## src/rtl/mac_dot_ctrl.sv

```systemverilog
// Dot-product sequencer: clears, multiplies and accumulates len operand pairs, then pulses done.
// Optional macro MAC_DOT_SAT_EN selects saturating accumulation instead of wrapping.
module mac_dot_ctrl #(
   parameter int DATA_W = 8,
   parameter int ACC_W  = 16,
   parameter int LEN_W  = 4
) (
   input  logic              clk,
   input  logic              rst,
   input  logic              start,
   input  logic [LEN_W-1:0]  len,
   output logic              busy,
   input  logic              in_valid,
   output logic              in_ready,
   input  logic [DATA_W-1:0] a,
   input  logic [DATA_W-1:0] b,
   output logic              done,
   output logic [ACC_W-1:0]  result,
   output logic              overflow
);

   typedef enum logic [1:0] {IDLE, RUN, DONE} state_t;

   state_t              state_reg, state_next;
   logic [ACC_W-1:0]    acc_reg, acc_next;
   logic [LEN_W-1:0]    cnt_reg, len_reg, cnt_inc;
   logic                ovf_reg;
   logic                accept, beat;
   logic [2*DATA_W-1:0] product;
   logic [ACC_W:0]      sum;

   assign cnt_inc = cnt_reg + {{(LEN_W-1){1'b0}}, 1'b1};

   always_comb begin
      state_next = state_reg;
      busy       = 1'b0;
      in_ready   = 1'b0;
      done       = 1'b0;
      accept     = 1'b0;
      beat       = 1'b0;
      case (state_reg)
         IDLE: begin
            if (start) begin
               accept     = 1'b1;
               state_next = (len == '0) ? DONE : RUN;
            end
         end
         RUN: begin
            busy     = 1'b1;
            in_ready = 1'b1;
            beat     = in_valid;
            if (in_valid && (cnt_inc == len_reg))
               state_next = DONE;
         end
         DONE: begin
            busy       = 1'b1;
            done       = 1'b1;
            state_next = IDLE;
         end
         default: state_next = IDLE;
      endcase
   end

   // One spare bit above the accumulator captures the carry used for overflow.
   assign product = {{DATA_W{1'b0}}, a} * {{DATA_W{1'b0}}, b};
   assign sum     = {1'b0, acc_reg} + {{(ACC_W+1-2*DATA_W){1'b0}}, product};

`ifdef MAC_DOT_SAT_EN
   assign acc_next = sum[ACC_W] ? {ACC_W{1'b1}} : sum[ACC_W-1:0];
`else
   assign acc_next = sum[ACC_W-1:0];
`endif

   always_ff @(posedge clk or posedge rst) begin
      if (rst) begin
         state_reg <= IDLE;
         acc_reg   <= '0;
         cnt_reg   <= '0;
         len_reg   <= '0;
         ovf_reg   <= 1'b0;
      end else begin
         state_reg <= state_next;
         if (accept) begin
            acc_reg <= '0;
            cnt_reg <= '0;
            len_reg <= len;
            ovf_reg <= 1'b0;
         end else if (beat) begin
            acc_reg <= acc_next;
            cnt_reg <= cnt_inc;
            if (sum[ACC_W])
               ovf_reg <= 1'b1;
         end
      end
   end

   assign result   = acc_reg;
   assign overflow = ovf_reg;

endmodule

```

## config.mk

```make
export PLATFORM = sky130hd
export DESIGN_NAME = mac_dot_ctrl
export DESIGN_NICKNAME = d
export VERILOG_FILES = /design/src/rtl/mac_dot_ctrl.sv
export SDC_FILE = /design/constraint.sdc
export NUM_CORES = 1
export LEC_CHECK = 0
export ABC_AREA = 1
export CORE_UTILIZATION = 30
export CTS_BUF_LIST = sky130_fd_sc_hd__clkbuf_8
export DETAILED_ROUTE_END_ITERATION = 10
export PLACE_DENSITY_LB_ADDON = 0.08
export SYNTH_ARGS = -nofsm -noshare
export SYNTH_HDL_FRONTEND = slang
export SYNTH_SLANG_ARGS = --single-unit
```

## constraint.sdc

```tcl
create_clock -name clk -period 6 [get_ports clk]
set_input_delay 0.9 -clock clk [delete_from_list [all_inputs] [get_ports clk]]
set_output_delay 0.9 -clock clk [all_outputs]
set_load 0.02 [all_outputs]
```

==> reports/metrics.yaml <==
power_leakage_nw: 2.67
finish.net_count: 680
crit_fanout: 8
drtIter0Drc: 107
synth-simple-area-share: 0.199
synth_top_area_frac: 0.261
core_um2: 12700
status: "completed"
cts_tree: "built"
synth_top_family_by_area: "adder cells"
synth-seq-cells: 27
syn_area_per_cell_um2: 7.32
skew_ns: 0.00434
syn-cell-area_um2: 3910
synth_cells: 534
worstPathArrival_ns: 5.23
first_pass_iters: 4
cts_made_buffers: 3
synth-xor-area-share: 0.0112
tightestPinTransition_ns: 0.455
grt_overflow: 0
synth.area.top_cells: "fa_1 26%, dfrtp_1 17%, inv_1 15%"
cts_resized: 0
hp-start: "state_reg[1]"
placed_area_um2: 4490
boundaryPins: 44
whs_path_depth: 2
dp_hpwl_mm: 7.75
startpoint_type: "primary input"
slew_viol_final: 0
routed_wl_mm: 9.04
synth_edf_count: 0
final-hold-violation-count: 0
fin_util: 0.358
cts.clk_slew.worst_paths_ns: 0.11
synth-compound-area-share: 0.0557
ff2ff_setup_slack_ns: 2.05
clockRootBuffer: "clkbuf_8"
setup_viol: 0
synth_top_area_cell: "fa_1"
cts-htree-levels: 1
clock.fmax_mhz: 199
ff2ff_path_depth: 16
hold_buffers: 0
design.die.area_um2: 13500
synth_warnings: 0
setup_tns_ns: 0
via_per_inst: 4.17
synth.distinct_cells: 30
period_minus_slack_ns: 5.02
grt_use_total: 0.146
grt_pass1_vias: 3099
synth_fp_nets: 649
layout-drive-gt1-share: 0.0195
critical_path.endpoint_type: "register"
vias: 3069
vdd_drop_max_v: 0.000185
n_antenna_cell: 0
hold_end: "state_reg[1]"
antenna_found_initial: 0
final.period_utilization: 0.837
remaining_drc_errors: 0
max_cap_violations: 0
synthMuxAreaShare: 0
grt_pass1_wl_mm: 15.4
wl_per_cell_um: 12.3
io_buffers: 43
maxSlewHeadroom: 0.696
area_growth_syn_to_layout_pct: 16.0
insertion_delay_ns: 0.28
clk_path_buf_depth: 2
critical_path_required_ns: 6.21
rr_endpoint: "overflow"
placementRows: 41
start_util: 0.308
p_total_mw: 2.04
stdcell_area_um2: 4530
grt_setup_unrepaired: "no"
cts.sinks: 27
synthAdderAreaFrac: 0.389
antenna_left: 0
synth_seq_area_share: 0.173
cts_setup_buffers: 0
power.density_nw_per_um2: 451
dieHeight_um: 116
largest_reg_flops: 16
grt_start_max_net_pins: 28
synthFlopType: "dfrtp_1"
place.gp.congestion: 0.805
synthArstFlopShare: 1.00
dieWidth_um: 116
rr_startpoint: "result[7]"
hold_path.class: "register to register"
critical_path_class: "primary input to register"
[placed cells by master, fill, tap and decap left out]
cell and instances:
a21boi_0 1, a21o_1 1, a21oi_1 13, a22o_1 1, and2_1 1, buf_4 1, clkbuf_8 3, clkdlybuf4s50_1 43
clkinv_1 1, dfrtp_1 27, fa_1 51, ha_1 40, inv_1 158, inv_2 1, nand2_1 155, nand2_2 2
nand3_1 13, nand3_2 2, nand3b_1 1, nor2_1 15, nor2_2 1, nor3_1 2, nor4_1 1, o21ai_0 17
o21ai_1 2, o21ai_2 1, o22ai_1 4, or2_1 1, xnor2_1 2, xor2_1 3
[final cells by class]
cell class                      count  area, um2
Fill cell                        1393       8140
Multi-Input combinational cell    330       2560
Sequential cell                    27        676
Inverter                          159        597
Timing Repair Buffer               44        438
Tap cell                          172        215
Clock buffer                        3       41.3
Clock inverter                      1       3.75
[how the worst max path moves through the flow]
stage	start	end	cells past startpoint	slack (ns)
floorplan	a[0]	overflow	17	1.49
global placement	a[0]	overflow	17	0.65
detailed placement	a[1]	overflow	17	0.61
CTS	a[1]	overflow	17	0.92
global route	a[2]	result[14]	19	0.72
finish	a[0]	overflow	17	0.98
[logic make-up after synthesis]
family | count (synthesis)
AND/OR/NAND/NOR | 194
AO/OA/AOI/OAI | 40
buffers and inverters | 177
XOR/XNOR | 5
flip-flops | 27
adder cells (fa/ha/maj) | 91
[where the power goes]
part           switching [mW]  internal [mW]
clock network          0.0644         0.0461
logic                    1.02          0.613
registers              0.0556          0.249
[cell usage after synthesis (2+ instances only)]
cell and count:
a21oi_1 13, clkbuf_1 16, dfrtp_1 27, fa_1 51, ha_1 40, inv_1 157
nand2_1 155, nand2_2 2, nand3_1 13, nand3_2 2, nor2_1 15, nor3_1 2
o21ai_0 17, o21ai_1 2, o22ai_1 4, xnor2_1 2, xor2_1 3
[per-stage QoR]
stage / cells / hold slack (ns) / setup WS [ns]
after global routing: 736 / 0.569 / 0.719
after floorplan: 534 / 0.466 / 1.49
after detailed placement: 732 / 0.488 / 0.610
after CTS: 736 / 0.515 / 0.921
after global placement: 732 / 0.492 / 0.648
final: 736 / 0.512 / 0.981
[worst max-delay path, cell delays in order]
cell	delay [ns]
clkdlybuf4s50_1	0.67
nand2_1	0.13
fa_1	0.52
fa_1	0.55
inv_1	0.06
fa_1	0.54
inv_1	0.07
fa_1	0.54
inv_1	0.06
ha_1	0.35
a21oi_1	0.21
nand3_1	0.19
nand2_1	0.13
nand2_1	0.06
nand2_1	0.06
nand3_1	0.06
a21oi_1	0.14
[per-layer routing]
layer,wire length [um],global-route usage
met2,4230,0.247
met3,173,0.0119
met1,4620,0.212
met5,0,0
met4,11,0.0128
Note: power is estimated with default switching activity, not from simulation.
